==> src/rtl/uop_sequencer.sv <==
// uop_sequencer: issues the 1..3 decoded micro-ops of each instruction to
// execution one per cycle over valid/ready, ending with uop_0.
// Ports: clk, a_rst (sync, active-low), hold, flush; decode side feed_req,
// feed_ack, uop_0..uop_2, uop_count; execution side ex_valid, ex_ready,
// ex_uop, ex_first, ex_last; status busy, inst_count.
module uop_sequencer #(
  parameter int UOP_W = 20,
  parameter int CNT_W = 16
) (
  input  logic             clk,
  input  logic             a_rst,
  input  logic             hold,
  input  logic             flush,
  output logic             feed_req,
  input  logic             feed_ack,
  input  logic [UOP_W-1:0] uop_0,
  input  logic [UOP_W-1:0] uop_1,
  input  logic [UOP_W-1:0] uop_2,
  input  logic [1:0]       uop_count,
  output logic             ex_valid,
  input  logic             ex_ready,
  output logic [UOP_W-1:0] ex_uop,
  output logic             ex_first,
  output logic             ex_last,
  output logic             busy,
  output logic [CNT_W-1:0] inst_count
);

  // State encoding equals the number of micro-ops still to issue.
  typedef enum logic [1:0] {
    EMPTY = 2'd0,
    ISS0  = 2'd1,
    ISS1  = 2'd2,
    ISS2  = 2'd3
  } state_t;

  state_t           remaining;
  logic [UOP_W-1:0] slot0;
  logic [UOP_W-1:0] slot1;
  logic [UOP_W-1:0] slot2;
  logic [1:0]       first_len;
  logic [1:0]       cap_len;
  logic             issue;
  logic             capture;

  assign busy     = (remaining != EMPTY);
  assign ex_valid = busy & ~hold;
  assign ex_last  = (remaining == ISS0);
  // first_len is never 0 after a capture, so the busy gate keeps
  // ex_first low out of reset.
  assign ex_first = busy & (remaining == first_len);
  assign issue    = ex_valid & ex_ready;

  // Accept a new instruction when idle, or when the final micro-op of
  // the current one leaves this cycle (zero-bubble hand-over).
  assign feed_req = a_rst & ~hold & ~flush &
                    ((remaining == EMPTY) |
                     ((remaining == ISS0) & ex_ready));
  assign capture  = feed_req & feed_ack;

  // uop_count of 3 is treated as 2 (three micro-ops).
  assign cap_len = (uop_count == 2'd3) ? 2'd3 : uop_count + 2'd1;

  always_comb begin
    ex_uop = slot0;
    unique case (remaining)
      ISS2:    ex_uop = slot2;
      ISS1:    ex_uop = slot1;
      default: ex_uop = slot0;
    endcase
  end

  always_ff @(posedge clk) begin
    if (!a_rst) begin
      remaining  <= EMPTY;
      slot0      <= '0;
      slot1      <= '0;
      slot2      <= '0;
      first_len  <= 2'd0;
      inst_count <= '0;
    end else if (flush) begin
      // An issue accepted alongside the flush still retires.
      if (issue && ex_last) begin
        inst_count <= inst_count + CNT_W'(1);
      end
      remaining <= EMPTY;
    end else if (!hold) begin
      if (issue && ex_last) begin
        inst_count <= inst_count + CNT_W'(1);
      end
      if (capture) begin
        slot0     <= uop_0;
        slot1     <= uop_1;
        slot2     <= uop_2;
        first_len <= cap_len;
        remaining <= state_t'(cap_len);
      end else if (issue) begin
        remaining <= state_t'(remaining - 2'd1);
      end
    end
  end

endmodule

==> config.mk <==
export PLATFORM = sky130hd
export DESIGN_NAME = uop_sequencer
export DESIGN_NICKNAME = d
export VERILOG_FILES = /design/src/rtl/uop_sequencer.sv
export SDC_FILE = /design/constraint.sdc
export NUM_CORES = 1
export LEC_CHECK = 0
export CORE_MARGIN = 5
export CORE_UTILIZATION = 50
export DETAILED_ROUTE_END_ITERATION = 10
export GPL_TIMING_DRIVEN = 0
export PLACE_DENSITY = 0.85
export SYNTH_ARGS = -nofsm -noshare
export SYNTH_HDL_FRONTEND = slang
export SYNTH_SLANG_ARGS = --single-unit
==> constraint.sdc <==
create_clock -name clk -period 5.3 [get_ports clk]
set_input_delay 1.59 -clock clk [delete_from_list [all_inputs] [get_ports clk]]
set_output_delay 1.59 -clock clk [all_outputs]
set_load 0.01 [all_outputs]
# Word level (Yosys, flattened, before mapping)

Cells that the tools add are included.

Bits in registers: 80
Bits in latches: 0
RAM bits: 0
Memory bits (read-only): 0
Output and inout port bits: 41
Word-level logic and storage cells: 41
Memories: 0

$add $sub $neg: 3
Multiply operators: 0
Div/mod/pow operators: 0
$lt $le $gt $ge: 0
Equality and inequality tests: 6
Shifts and indexed selects: 0
Mux-type cells: 7
Bitwise operators: 12
Reduce and logical (&&, ||, !) cells: 7

Operators with widths:

| operator                                                               | count |
|---|---|
| 16-bit two-way mux                                                     | 3 |
| 20-bit case mux with 2 select lines                                    | 1 |
| 16-bit by 1-bit adder with 16-bit output (second input constant)       | 1 |
| 1-bit bitwise AND                                                      | 8 |
| 2-bit equality test (second input constant)                            | 3 |
| 2-bit two-way mux                                                      | 3 |
| 2-bit nonzero test                                                     | 2 |
| 1-bit inverter                                                         | 3 |
| 3-bit AND reduction                                                    | 1 |
| 2-bit by 1-bit adder with 2-bit output (second input constant)         | 1 |
| 2-bit by 1-bit equality test with 1-bit output (second input constant) | 1 |
| 2-bit equality test                                                    | 1 |
| 2-bit logical NOT                                                      | 1 |
| 2-bit by 1-bit != test with 1-bit output (second input constant)       | 1 |
| 2-bit AND reduction                                                    | 1 |
| 2-bit OR reduction                                                     | 1 |
| 2-bit by 1-bit subtractor with 2-bit output (second input constant)    | 1 |
| 1-bit logical AND                                                      | 1 |
| 1-bit OR                                                               | 1 |

# Longest topological paths before layout

Depth after elaboration: 7
Mapped depth: 8
Gate-level depth less buffers: 6

# Worst setup path before layout

OpenSTA, ideal clock, no wires.

Kind: input-to-output
Start point: input flush
End point: output feed_req
Arrival: 2.036 ns
Required time: 3.710 ns
Path slack: 1.674 ns
Stages: 2
Path through: nand2b_1 > nor3_1

Longest elaborated chain between the ends: 3

RTL lines:

| item                           | RTL line | text |
|---|---|---|
| start: declaration             | 13       | `input logic flush,` |
| 1-bit inverter (no line)       | --       |  |
| 1-bit bitwise AND (2 in a row) | 56       | `assign feed_req = a_rst & ~hold & ~flush &` |
| end: declaration               | 14       | `output logic feed_req,` |

No other way between the ends.

# Final worst setup path

Start point: input a_rst
End point: output feed_req

Longest elaborated chain between the ends: 3

RTL lines:

| item                           | RTL line | text |
|---|---|---|
| start: declaration             | 11       | `input logic a_rst,` |
| 1-bit bitwise AND (3 in a row) | 56       |  |

No other way between the ends.

==> results.rst <==
.. list-table::
   :header-rows: 1

   * - Metric
     - Value
   * - Run status
     - finished clean
   * - Final worst setup slack
     - 0.615 ns
   * - Area share of the largest cell type after synthesis
     - 0.469
   * - Initial Util
     - 0.509
   * - Worst path required time
     - about 3.7 ns
   * - First-pass GRT wire length
     - around 16 mm
   * - Number of failing setup endpoints in the final timing report
     - 0
   * - Antenna viol nets, final
     - 0
   * - Area of the core region
     - ~6700 um2
   * - I/O Buffers
     - approximately 110
   * - Horizontal die dimension
     - 92.7 um
   * - Area of the die
     - about 8600 um2
   * - Post-synth EDFFs
     - 0
   * - Starting DRC count in detailed routing
     - 278
   * - Half-perimeter wire length after detailed placement
     - around 7.6 mm
   * - Max Fclk
     - between 200 and 250 MHz
   * - Final worst-path cycle share
     - 0.884
   * - Fraction of the mapped netlist area in compound gates
     - 0.164
   * - Largest net degree at the start of global routing
     - 16
   * - Hold/Removal Path Class
     - flip-flop to flip-flop
   * - Main combinational cell family by area after synthesis
     - simple AND/OR/NAND/NOR gates
   * - CTS resizes
     - 0
   * - Layout-stage area growth over the synthesis result
     - 40.4%
   * - Fraction of the yosys area taken by sequential cells
     - 0.469
   * - Met3 demand-to-capacity share in global routing
     - 0.0422
   * - Number of sinks on the clock net
     - 80
   * - Number of buffers inserted to repair setup after CTS
     - 0
   * - Final hold slack
     - around 0.46 ns
   * - Vias in the first global route
     - 3489
   * - Synth Register Bits
     - 80
   * - Adder and majority gate portion of the synthesized area
     - 0.0183
   * - Deepest clock path buffer count
     - 2
   * - GR met2 Demand/Resource
     - 0.404
   * - Count of max-cap constraint violations
     - 0
   * - Final-report max-slew violation count
     - 0
   * - Arrival @ worst endpoint
     - around 3.1 ns
   * - Area share of and/or/nand/nor cells after synthesis
     - 0.279
   * - RSZ-0062 raised after global routing
     - false
   * - Initial antenna violation count
     - 0
   * - Total nets after synthesis
     - between 500 and 600
   * - Worst slew margin relative to its limit
     - 0.632
   * - Antenna diodes
     - 0
   * - Summed instance area of the synthesized netlist
     - 3420 um2
   * - Slew at the pin closest to its max-slew limit
     - approximately 0.55 ns
   * - Top cells by area, synth
     - dfxtp_1, nand2_1, a21oi_1
   * - Number of hold-slack violations in the final timing report
     - 0
   * - Setup slack after placement
     - around 0.64 ns
   * - Clock-pin slew on the worst setup and hold paths
     - about 0.08 ns
   * - GRT Max-Usage Layer
     - met2
   * - Cell type with the highest aggregate area in the netlist
     - dfxtp_1
   * - Mean cell area of the mapped netlist
     - between 7 and 8 um2
   * - Worst-Skew Late Latency
     - 0.35 ns
   * - Min cycle time layout
     - 4.69 ns
   * - Clock tree from TritonCTS
     - done
   * - Total congestion overflow
     - 0
   * - Root buf cell
     - clkbuf_8
   * - Total clock buffers created by CTS
     - 9
   * - Number of core rows
     - 30
   * - Most used flip-flop cell after synthesis
     - dfxtp_1
   * - Element type at the critical path end
     - output port
   * - Routed len/inst
     - 15.7 um
   * - Total Nets Final
     - roughly 640
   * - Layout cell share with drive strength beyond 1
     - 0.0439
   * - H-tree levels
     - 3
   * - Number of buffers inserted by hold repair at cts
     - 0
   * - Yosys warns
     - 0
   * - Number of standard cells after synthesis
     - between 400 and 500
   * - Xor and xnor area share after synthesis
     - 0.0256
   * - Total negative slack
     - 0 ns
   * - Worst setup path category
     - input pin to output port
   * - Power per Cell Area
     - 248 nW/um2
   * - First-pass iteration count of the detailed router
     - 5
   * - Maximum vdd drop
     - about 0.15 mV
   * - Kind of start point of the critical path
     - input pin
   * - Number of distinct library cells after synthesis
     - 37
   * - Final setup skew
     - roughly 0.010 ns
   * - Met1 Usage GRT
     - 0.304
   * - Fraction of registers with async set/reset
     - 0
   * - Number of vias per cell after detailed routing
     - 5.43
   * - Die outline height
     - slightly above 90 um
   * - Global-route usage over all layers
     - 0.239
   * - Leakage power total
     - 1.74 nW
   * - Largest fanout on the critical path
     - 6
   * - Number of placed I/O pins
     - ~110
   * - Routability cong.
     - approximately 0.88
   * - Vias
     - around 3500
   * - Proportion of synthesized area in mux cells
     - 0.00293
   * - Aggregate routed wire length
     - between 10 and 15 mm
   * - Residual DRC
     - 0
synth_stat cells (all sizes together) (2+ instances only):
master  number
or3          4
o31ai        3
or4          3
or4b         2
ha           5
xnor2        5
o21ai        4
xor2         5
dfxtp       80
nand4        3
nand3        5
nor3         6
nand2b       2
buf         10
a21oi       70
clkbuf      19
nor2        11
nand2      169
and2         2
a22oi       20
inv          6
power by group:
part / switching [mW] / leakage, nW / internal [mW]
Clock: 0.239 / 0.101 / 0.223
Combinational: 0.0474 / 0.991 / 0.0645
Sequential: 0.00653 / 0.647 / 0.611
Total: 0.293 / 1.74 / 0.898
cells in the final DEF (no fill, tap or decap), types with 2 or more instances in the layout:
| cell | n |
|---|---|
| a21oi_1 | 70 |
| a22oi_1 | 20 |
| and2_1 | 2 |
| buf_1 | 4 |
| buf_2 | 5 |
| clkbuf_1 | 19 |
| clkbuf_8 | 9 |
| clkdlybuf4s50_1 | 108 |
| dfxtp_1 | 80 |
| ha_1 | 5 |
| inv_1 | 6 |
| inv_6 | 3 |
| nand2_1 | 169 |
| nand2b_1 | 2 |
| nand3_1 | 5 |
| nand4_1 | 2 |
| nor2_1 | 11 |
| nor3_1 | 6 |
| o21ai_1 | 4 |
| o31ai_1 | 3 |
| or3_1 | 3 |
| or4_1 | 3 |
| or4b_1 | 2 |
| xnor2_1 | 5 |
| xor2_1 | 5 |
sequential cells by signal, summed over array words and instances (netlist names):
| name | flops |
|---|---|
| slot0 | 20 |
| remaining | 2 |
| first_len | 2 |
| slot2 | 20 |
| slot1 | 20 |
| inst_count | 16 |
metrics by stage:
step | cell area, um2 | total power, mW | instances | util
after floorplan | 3420 | 0.667 | 446 | -
final | 4800 | 1.19 | 650 | 0.715
after detailed placement | 4600 | 0.742 | 634 | 0.685
after global routing | 4800 | 1.23 | 650 | 0.715
after global placement | 4600 | 0.740 | 634 | 0.685
after CTS | 4800 | 1.19 | 650 | 0.715
logic make-up after synthesis:
group	count (synthesis)
compound gates	99
xor+xnor	10
fa+ha+maj	5
buf+inv	35
flops	80
mux	1
simple gates	216
layout make-up:
class | count | area, um2
multi-input cells | 331 | 1680
clock inverters | 7 | 77.6
plain buffers | 29 | 119
clock buffers | 9 | 124
repair buffers | 108 | 1080
fillers | 529 | 1920
flip-flops and latches | 80 | 1600
inverters | 6 | 22.5
well taps | 80 | 100
final timing paths:
path | from | slack (ns) | depth (start not counted) | endpoint
max reg2reg | remaining[0] | 2.89 | 8 | slot0[4]
min reg2reg | slot0[5] | 0.46 | 2 | slot0[5]
min | slot0[5] | 0.46 | 2 | slot0[5]
max | a_rst | 0.61 | 4 | feed_req
layer usage:
layer  wire length, um  up-vias
li1                  -     1730
met1              4320     1643
met2              4950      137
met3               720       22
met4               204        0
met5                 0        -
critical path, stage by stage:
cell	delay, ns
clkdlybuf4s50_1	0.60
nand2b_1	0.17
nor3_1	0.17
clkdlybuf4s50_1	0.56
(Power assumes the default switching activity.)
